===== config.mk =====
export PLATFORM = sky130hd
export DESIGN_NAME = seg_display_scheduler
export DESIGN_NICKNAME = d
export VERILOG_FILES = /design/src/rtl/seg_display_scheduler.sv
export SDC_FILE = /design/constraint.sdc
export NUM_CORES = 1
export LEC_CHECK = 0
export ABC_AREA = 1
export CORE_MARGIN = 2
export CORE_UTILIZATION = 40
export CTS_CLUSTER_DIAMETER = 50
export DETAILED_ROUTE_END_ITERATION = 6
export PLACE_DENSITY = 0.61
export SETUP_SLACK_MARGIN = 0.15
export SYNTH_ARGS = -nofsm -noshare
export SYNTH_HDL_FRONTEND = slang
export SYNTH_SLANG_ARGS = --single-unit

===== constraint.sdc =====
create_clock -name clock -period 2.8 [get_ports clock]
set_input_delay 0.7 -clock clock [delete_from_list [all_inputs] [get_ports clock]]
set_output_delay 0.7 -clock clock [all_outputs]
set_load 0.05 [all_outputs]

===== src/rtl/seg_display_scheduler.sv =====
// Round-robin owner of a 4-digit seven-segment display with per-source dwell.
// Scans digits from its own prescaler and snapshots the owner's data per frame.
module seg_display_scheduler #(
    parameter int unsigned DIVIDE_BY    = 17,
    parameter int unsigned DWELL_FRAMES = 64
) (
    input  logic        clock,
    input  logic        reset,
    input  logic [2:0]  req,
    input  logic [15:0] data0,
    input  logic [15:0] data1,
    input  logic [15:0] data2,
    input  logic        lock,
    output logic [2:0]  grant,
    output logic [3:0]  anode,
    output logic [3:0]  digit,
    output logic        frame_done
);

    localparam int unsigned CW = $clog2(DWELL_FRAMES + 1);
    localparam logic [CW-1:0] DWELL = CW'(DWELL_FRAMES);

    typedef enum logic {
        IDLE = 1'b0,
        SHOW = 1'b1
    } state_t;

    state_t               state_q, state_d;
    logic [1:0]           last_q, last_d;
    logic [DIVIDE_BY-1:0] presc_q, presc_d;
    logic [1:0]           idx_q, idx_d;
    logic [CW-1:0]        cnt_q, cnt_d;
    logic [15:0]          snap_q, snap_d;
    logic [2:0]           grant_q, grant_d;
    logic [3:0]           anode_q, anode_d;
    logic [3:0]           digit_q, digit_d;
    logic                 fd_q, fd_d;

    logic                 tick;
    logic                 frame_end;
    logic [2:0]           cur_oh;
    logic                 cur_req;
    logic                 others_req;
    logic [CW-1:0]        cnt_inc;
    logic                 rr_hit;
    logic [1:0]           rr_win;
    logic [1:0]           cand;
    logic                 take;

    function automatic logic [15:0] src_data(
        input logic [1:0]  s,
        input logic [15:0] d0,
        input logic [15:0] d1,
        input logic [15:0] d2
    );
        case (s)
            2'd0:    return d0;
            2'd1:    return d1;
            default: return d2;
        endcase
    endfunction

    assign tick       = &presc_q;
    assign frame_end  = (state_q == SHOW) && tick && (idx_q == 2'd3);
    assign cur_oh     = 3'b001 << last_q;
    assign cur_req    = |(req & cur_oh);
    assign others_req = |(req & ~cur_oh);
    assign cnt_inc    = (cnt_q == DWELL) ? cnt_q : cnt_q + 1'b1;

    // Search last+1, last+2, last+3 (mod 3); the owner itself is tried last.
    always_comb begin
        rr_hit = 1'b0;
        rr_win = last_q;
        cand   = 2'd0;
        for (int k = 1; k <= 3; k++) begin
            cand = 2'((int'(last_q) + k) % 3);
            if (!rr_hit && req[cand]) begin
                rr_hit = 1'b1;
                rr_win = cand;
            end
        end
    end

    always_ff @(posedge clock) begin
        if (!reset) begin
            state_q <= IDLE;
            last_q  <= 2'd2;
            presc_q <= '0;
            idx_q   <= 2'd0;
            cnt_q   <= '0;
            snap_q  <= 16'h0000;
            grant_q <= 3'b000;
            anode_q <= 4'b1111;
            digit_q <= 4'h0;
            fd_q    <= 1'b0;
        end else begin
            state_q <= state_d;
            last_q  <= last_d;
            presc_q <= presc_d;
            idx_q   <= idx_d;
            cnt_q   <= cnt_d;
            snap_q  <= snap_d;
            grant_q <= grant_d;
            anode_q <= anode_d;
            digit_q <= digit_d;
            fd_q    <= fd_d;
        end
    end

    always_comb begin
        state_d = state_q;
        last_d  = last_q;
        presc_d = presc_q;
        idx_d   = idx_q;
        cnt_d   = cnt_q;
        snap_d  = snap_q;
        fd_d    = 1'b0;
        take    = 1'b0;
        unique case (state_q)
            IDLE: begin
                presc_d = '0;
                idx_d   = 2'd0;
                cnt_d   = '0;
                take    = rr_hit;
            end
            SHOW: begin
                presc_d = presc_q + 1'b1;
                if (tick) begin
                    idx_d = idx_q + 2'd1;
                end
                if (frame_end) begin
                    fd_d   = 1'b1;
                    cnt_d  = cnt_inc;
                    snap_d = src_data(last_q, data0, data1, data2);
                    if (!cur_req) begin
                        if (rr_hit) begin
                            take = 1'b1;
                        end else begin
                            state_d = IDLE;
                            presc_d = '0;
                            idx_d   = 2'd0;
                            cnt_d   = '0;
                        end
                    end else if (cnt_inc == DWELL && !lock && others_req) begin
                        take = 1'b1;
                    end
                end
            end
            default: state_d = IDLE;
        endcase
        // A hand-off looks exactly like a fresh grant out of IDLE.
        if (take) begin
            state_d = SHOW;
            last_d  = rr_win;
            presc_d = '0;
            idx_d   = 2'd0;
            cnt_d   = '0;
            snap_d  = src_data(rr_win, data0, data1, data2);
        end
    end

    // Outputs are computed from next state so they register in step with it.
    always_comb begin
        grant_d = 3'b000;
        anode_d = 4'b1111;
        digit_d = 4'h0;
        if (state_d == SHOW) begin
            grant_d = 3'b001 << last_d;
            anode_d = ~(4'b0001 << idx_d);
            case (idx_d)
                2'd0:    digit_d = snap_d[3:0];
                2'd1:    digit_d = snap_d[7:4];
                2'd2:    digit_d = snap_d[11:8];
                default: digit_d = snap_d[15:12];
            endcase
        end
    end

    assign grant      = grant_q;
    assign anode      = anode_q;
    assign digit      = digit_q;
    assign frame_done = fd_q;

endmodule


Yosys cells after proc, flatten, opt, wreduce, memory -nomap -nowiden
Index checks and enable logic that the tools add are counted.

Bits in registers: 57. Input bits: 54. Output and inout bits: 12. Logic and storage cells: 101.

Add/subtract/negate cells: 6. Divide/modulo/power cells: 3. Magnitude comparators: 3. Equal/unequal tests: 8. Shift operators: 3. Muxes and demuxes: 44. Bitwise operators: 6. Reductions and logical operators: 18.

Operator list (number): $mod 32x3->32 const B (3); $pmux 16 s2 (2); $mux 17 (3); $mux 16 (3); $pmux 17 s2 (1); $mux 7 (4); $mux 2 (9); $add 17x1->17 const B (1); $reduce_and 17->1 (1); $mux 1 (15); $eq 7x7->1 const B (2); $pmux 7 s2 (1); $pmux 4 s3 (1); $lt 2x3->1 const B (3); $add 7x1->7 const B (1); $add 2x2->3 const B (2); $and 3x3->3 (2); $bmux 1 s2 (3); $eq 2x1->1 const B (3); $logic_and 1x1->1 (6); $logic_not 2->1 (3); $reduce_or 3->1 (2); $shl 1x2->3 const A (2); $eq 2x2->1 const B (2); 12 further kinds (16).

Logic depth before layout (Yosys ltp)
Depth in word-level cells: 18. Mapped depth: 20.

Worst setup path after synthesis
Ideal clock, no wire load.

Kind: reg-to-reg. Start: register presc_q[0]. End: register digit_q[0] (netlist: digit[0]). Arrival: 2792 ps. Path slack: -103 ps. Cell stages (with the launch flop): 20. Clock period less this slack: 2903 ps. Cell sequence: dfxtp_1 ha_1 nand2_1 nor3_2 nand3_1 or4_1 nor2_1 ha_1 nand3_1 inv_2 nand2_4 inv_4 nand2_8 nand2_4 buf_6 nand2_1 nand3_1 nand2_1 nor2_1 nor2_1.

Longest elaborated chain between the ends: 9. Elaborated cells on any way between the ends: 22. Classes of those cells: eq/ne (2); mux (15); reduce/logical (5).

Ends and longest elaborated chain: from (decl) (RTL line 30) `logic [DIVIDE_BY-1:0] presc_q, presc_d;`; from (signal assigned) (RTL line 99) `presc_q <= presc_d;`; $reduce_and 17->1 * (RTL line 63) `assign tick = &presc_q;`; $mux 2 (RTL line 128) `if (tick) begin`; $mux 2 (RTL line 136) `if (rr_hit) begin`; $mux 2 (RTL line 135) `if (!cur_req) begin`; $mux 2 (RTL line 131) `if (frame_end) begin`; $pmux 2 s2 (RTL line 119) `unique case (state_q)`; $mux 2 (RTL line 152) `if (take) begin`; $eq 2x2->1, or another cell as far along (RTL line 170) `case (idx_d)`; $pmux 4 s3 (RTL line 170); to (signal assigned) (RTL line 105) `digit_q <= digit_d;`; to (decl) (RTL line 36) `logic [3:0] digit_q, digit_d;`.

Every way passes the cells marked *; elsewhere a longest branch is shown, timed or not. A chain may end at the register's enable or synchronous reset.

Worst setup path after layout
Ends and elaborated chain as after synthesis.

==> flow_metrics.tcl <==
set metrics [dict create \
    fmaxAchievable_mhz 371.7 \
    vias 4229 \
    avgSynthCellArea_um2 6.783 \
    postRouteWirelength_um 11720 \
    cts_hold_buffers 0 \
    post-synth-top-area-cell "sky130_fd_sc_hd__dfxtp_1" \
    antenna_found_initial 0 \
    ys_top_cells_by_count "131 x sky130_fd_sc_hd__nand2_1, 85 x sky130_fd_sc_hd__nand3_1, 57 x sky130_fd_sc_hd__dfxtp_1" \
    grt-ovfl-total 0 \
    fp-row-count 36 \
    cts_inserted_buffers 9 \
    detail_route.vias_per_cell 5.095 \
    cts.path.max_buffers 2 \
    post-route-drc-count 0 \
    ir_worst_vdd_v 0.0005292 \
    post_synth_main_area_contributors "sky130_fd_sc_hd__dfxtp_1 29%, sky130_fd_sc_hd__nand2_1 13%, sky130_fd_sc_hd__nand3_1 11%" \
    postSynth.topFlopCell "sky130_fd_sc_hd__dfxtp_1" \
    max_cap_violations 0 \
    syn-instance-count 577 \
    r2r_slack_ns 0.11 \
    cts-htree-levels 3 \
    initial_utilization 0.4060 \
    period_needed_ns 2.691 \
    postRouteAntennaNets 0 \
    async_flop_share 0 \
    r2r-start "presc_q[0]" \
    core_region_area_mm2 0.009639 \
    port-buffer-count 65 \
    end_kind "flip-flop" \
    syn-cell-area_mm2 0.003914 \
    worst-slew-pin-transition_ns 0.7148 \
    grt_max_degree 37 \
    fin_setup_tns_ns 0 \
    worst_clock_skew_ns 0.008748 \
    place.gp.congestion 0.8969 \
    synthDistinctLibCells 42 \
    report.final.setup_viol 0 \
    cts.clk_slew.worst_paths_ns 0.07 \
    clock_sinks 57 \
    timing.critical_path.arrival_ns 2.92 \
    crit_path_end "digit[0]" \
    worst_hold_margin_ns 0.5074 \
    cts_root_buf "sky130_fd_sc_hd__clkbuf_8" \
    synth_seq_area_share 0.2916 \
    synth_edf_count 0 \
    grt_usage 0.2296 \
    filler_cell_count 908 \
    clk_latency_ns 0.34 \
    hpwlAfterDp_um 8135 \
    worst_r2r_endpoint "digit[0]" \
    synth.net_count 640 \
    grt_first_pass_wirelength_um 18990 \
    layout.nets 755 \
    power_per_cell_area_mw_per_mm2 988.9 \
    critical_path.startpoint_type "flip-flop" \
    firstDrtPassIters 5 \
    drtIter0Drc 226 \
    growth_of_design_area_from_synthesis_to_finish_pct 42.30 \
    grt_setup_unrepaired "true" \
    outcome "complete, no violations" \
    post_route_cells_drive_above_1_share 0.2324 \
    chipWidth_um 102.9 \
    cp.required_ns 3.03 \
    reg2reg_depth 16 \
    chipHeight_um 102.9 \
    yosys_register_bits 57 \
    startpoint "presc_q[0]" \
    die_area_mm2 0.01059 \
    worstHoldPathType "flip-flop to flip-flop" \
    tritoncts_clock_tree "built" \
    synth_most_common_cell "sky130_fd_sc_hd__nand2_1" \
    period_share 0.9610 \
    report.final.slew_viol_count 0 \
    critical_path_peak_fanout 10 \
    design.portCount 66 \
    leakage_nw 2.390 \
    max-slew-margin-rel 0.5229 \
    finalHoldViolCount 0 \
    ys_warn_count 0 \
    avgRoutedWirePerCell_um 14.12 \
    number_of_global_route_vias_before_repair 4090 \
    antenna_diode_instance_count 0 \
    critPathKind "flip-flop to flip-flop" \
    synth.top_cell.area_share 0.2916 \
]
-- per-layer routing --
layer,global-route usage,part of all wire,vias up
met5,0,0,-
met4,0.05567,0.0067,0
li1,-,-,2129
met3,0.05763,0.055,12
met2,0.3871,0.49,122
met1,0.2952,0.45,1966
-- where the power goes --
| group | switching (mW) | internal [mW] |
|---|---|---|
| Combinational | 2.22 | 1.42 |
| Sequential | 0.0687 | 0.971 |
| Clock | 0.337 | 0.496 |
-- worst min-delay path by stage --
stage / to / cells after the start / from / slack [ns]
2_1_floorplan: presc_q[0] / 1 / presc_q[0] / 0.43
3_3_place_gp: presc_q[0] / 1 / presc_q[0] / 0.44
3_5_place_dp: presc_q[0] / 1 / presc_q[0] / 0.44
4_1_cts: presc_q[4] / 2 / presc_q[4] / 0.50
5_1_grt: presc_q[4] / 2 / presc_q[4] / 0.54
6_report: presc_q[10] / 2 / presc_q[10] / 0.51
-- state kept, by name, summed over array words and instances, names as in the netlist, 2 cells and up --
register  count
anode         4
cnt_q         7
digit         4
grant         3
idx_q         2
last_q        2
presc_q      17
snap_q       16
-- critical path, stage by stage, from the launching register on --
cell,delay [ns]
sky130_fd_sc_hd__dfxtp_2,0.36
sky130_fd_sc_hd__ha_4,0.15
sky130_fd_sc_hd__nand2_4,0.06
sky130_fd_sc_hd__nor3_4,0.15
sky130_fd_sc_hd__nand3_2,0.10
sky130_fd_sc_hd__or4_4,0.46
sky130_fd_sc_hd__nor2_4,0.12
sky130_fd_sc_hd__ha_4,0.16
sky130_fd_sc_hd__nand3_4,0.09
sky130_fd_sc_hd__clkinv_4,0.09
sky130_fd_sc_hd__buf_4,0.12
sky130_fd_sc_hd__a31oi_4,0.15
sky130_fd_sc_hd__or2_1,0.27
sky130_fd_sc_hd__nand2_2,0.10
sky130_fd_sc_hd__inv_6,0.07
sky130_fd_sc_hd__nand2_1,0.08
sky130_fd_sc_hd__nor2_1,0.04
-- logic make-up (layout without fill, tap and decap cells) --
logic type | after synthesis | count (layout) | share of synthesized area
and+or+nand+nor | 346 | 346 | 0.4367
buffers and inverters | 89 | 209 | 0.1061
AOI/OAI and AO/OA | 64 | 64 | 0.1093
DFF | 57 | 57 | 0.2916
xor gates and xnor gates | 11 | 11 | 0.02462
adders and majority gates | 9 | 9 | 0.02877
muxes | 1 | 1 | 0.002877
-- layout make-up --
cell class	count	area [µm²]	area share
Clock buffer	10	127.6	0.02292
Clock inverter	6	82.58	0.01483
Inverter	65	266.5	0.04785
Multi-Input combinational cell	431	2565	0.4606
Sequential cell	57	1149	0.2062
Tap cell	133	166.4	0.02988
Timing Repair Buffer	128	1212	0.2177
-- placed cells by master, fill, tap and decap left out, drive strengths merged, types with 12 or more instances in the layout --
cell type      instances
o211ai                22
buf                   62
nor2                  66
a21oi                 20
dfxtp                 57
nand3                 91
inv                   64
or2                   15
nand2                144
clkdlybuf4s50         64
nand4                 14
o21ai                 12
-- repair_timing --
item / in CTS / in global routing
endpoints found under the setup margin: 37 / 43
buffers inserted: 23 / 6
gates cloned: 0 / 1
resized for setup: 14 / 38
pin swaps: 4 / 10
-- through the flow --
| step | instances | area, µm² | setup WS [ns] | total power, mW | util |
|---|---|---|---|---|---|
| 6_report | 830 | 5569 | 0.1093 | 5.508 | 0.5778 |
| 5_1_grt | 830 | 5569 | -0.05341 | 5.987 | 0.5778 |
| 4_1_cts | 823 | 5365 | 0.09846 | 5.329 | 0.5566 |
| 3_5_place_dp | 784 | 4902 | -0.3030 | 4.439 | 0.5086 |
| 3_3_place_gp | 784 | 4902 | -0.2650 | 4.410 | 0.5086 |
| 2_1_floorplan | 577 | 3961 | 0.1583 | 3.611 | - |
(Power assumes the default switching activity.)
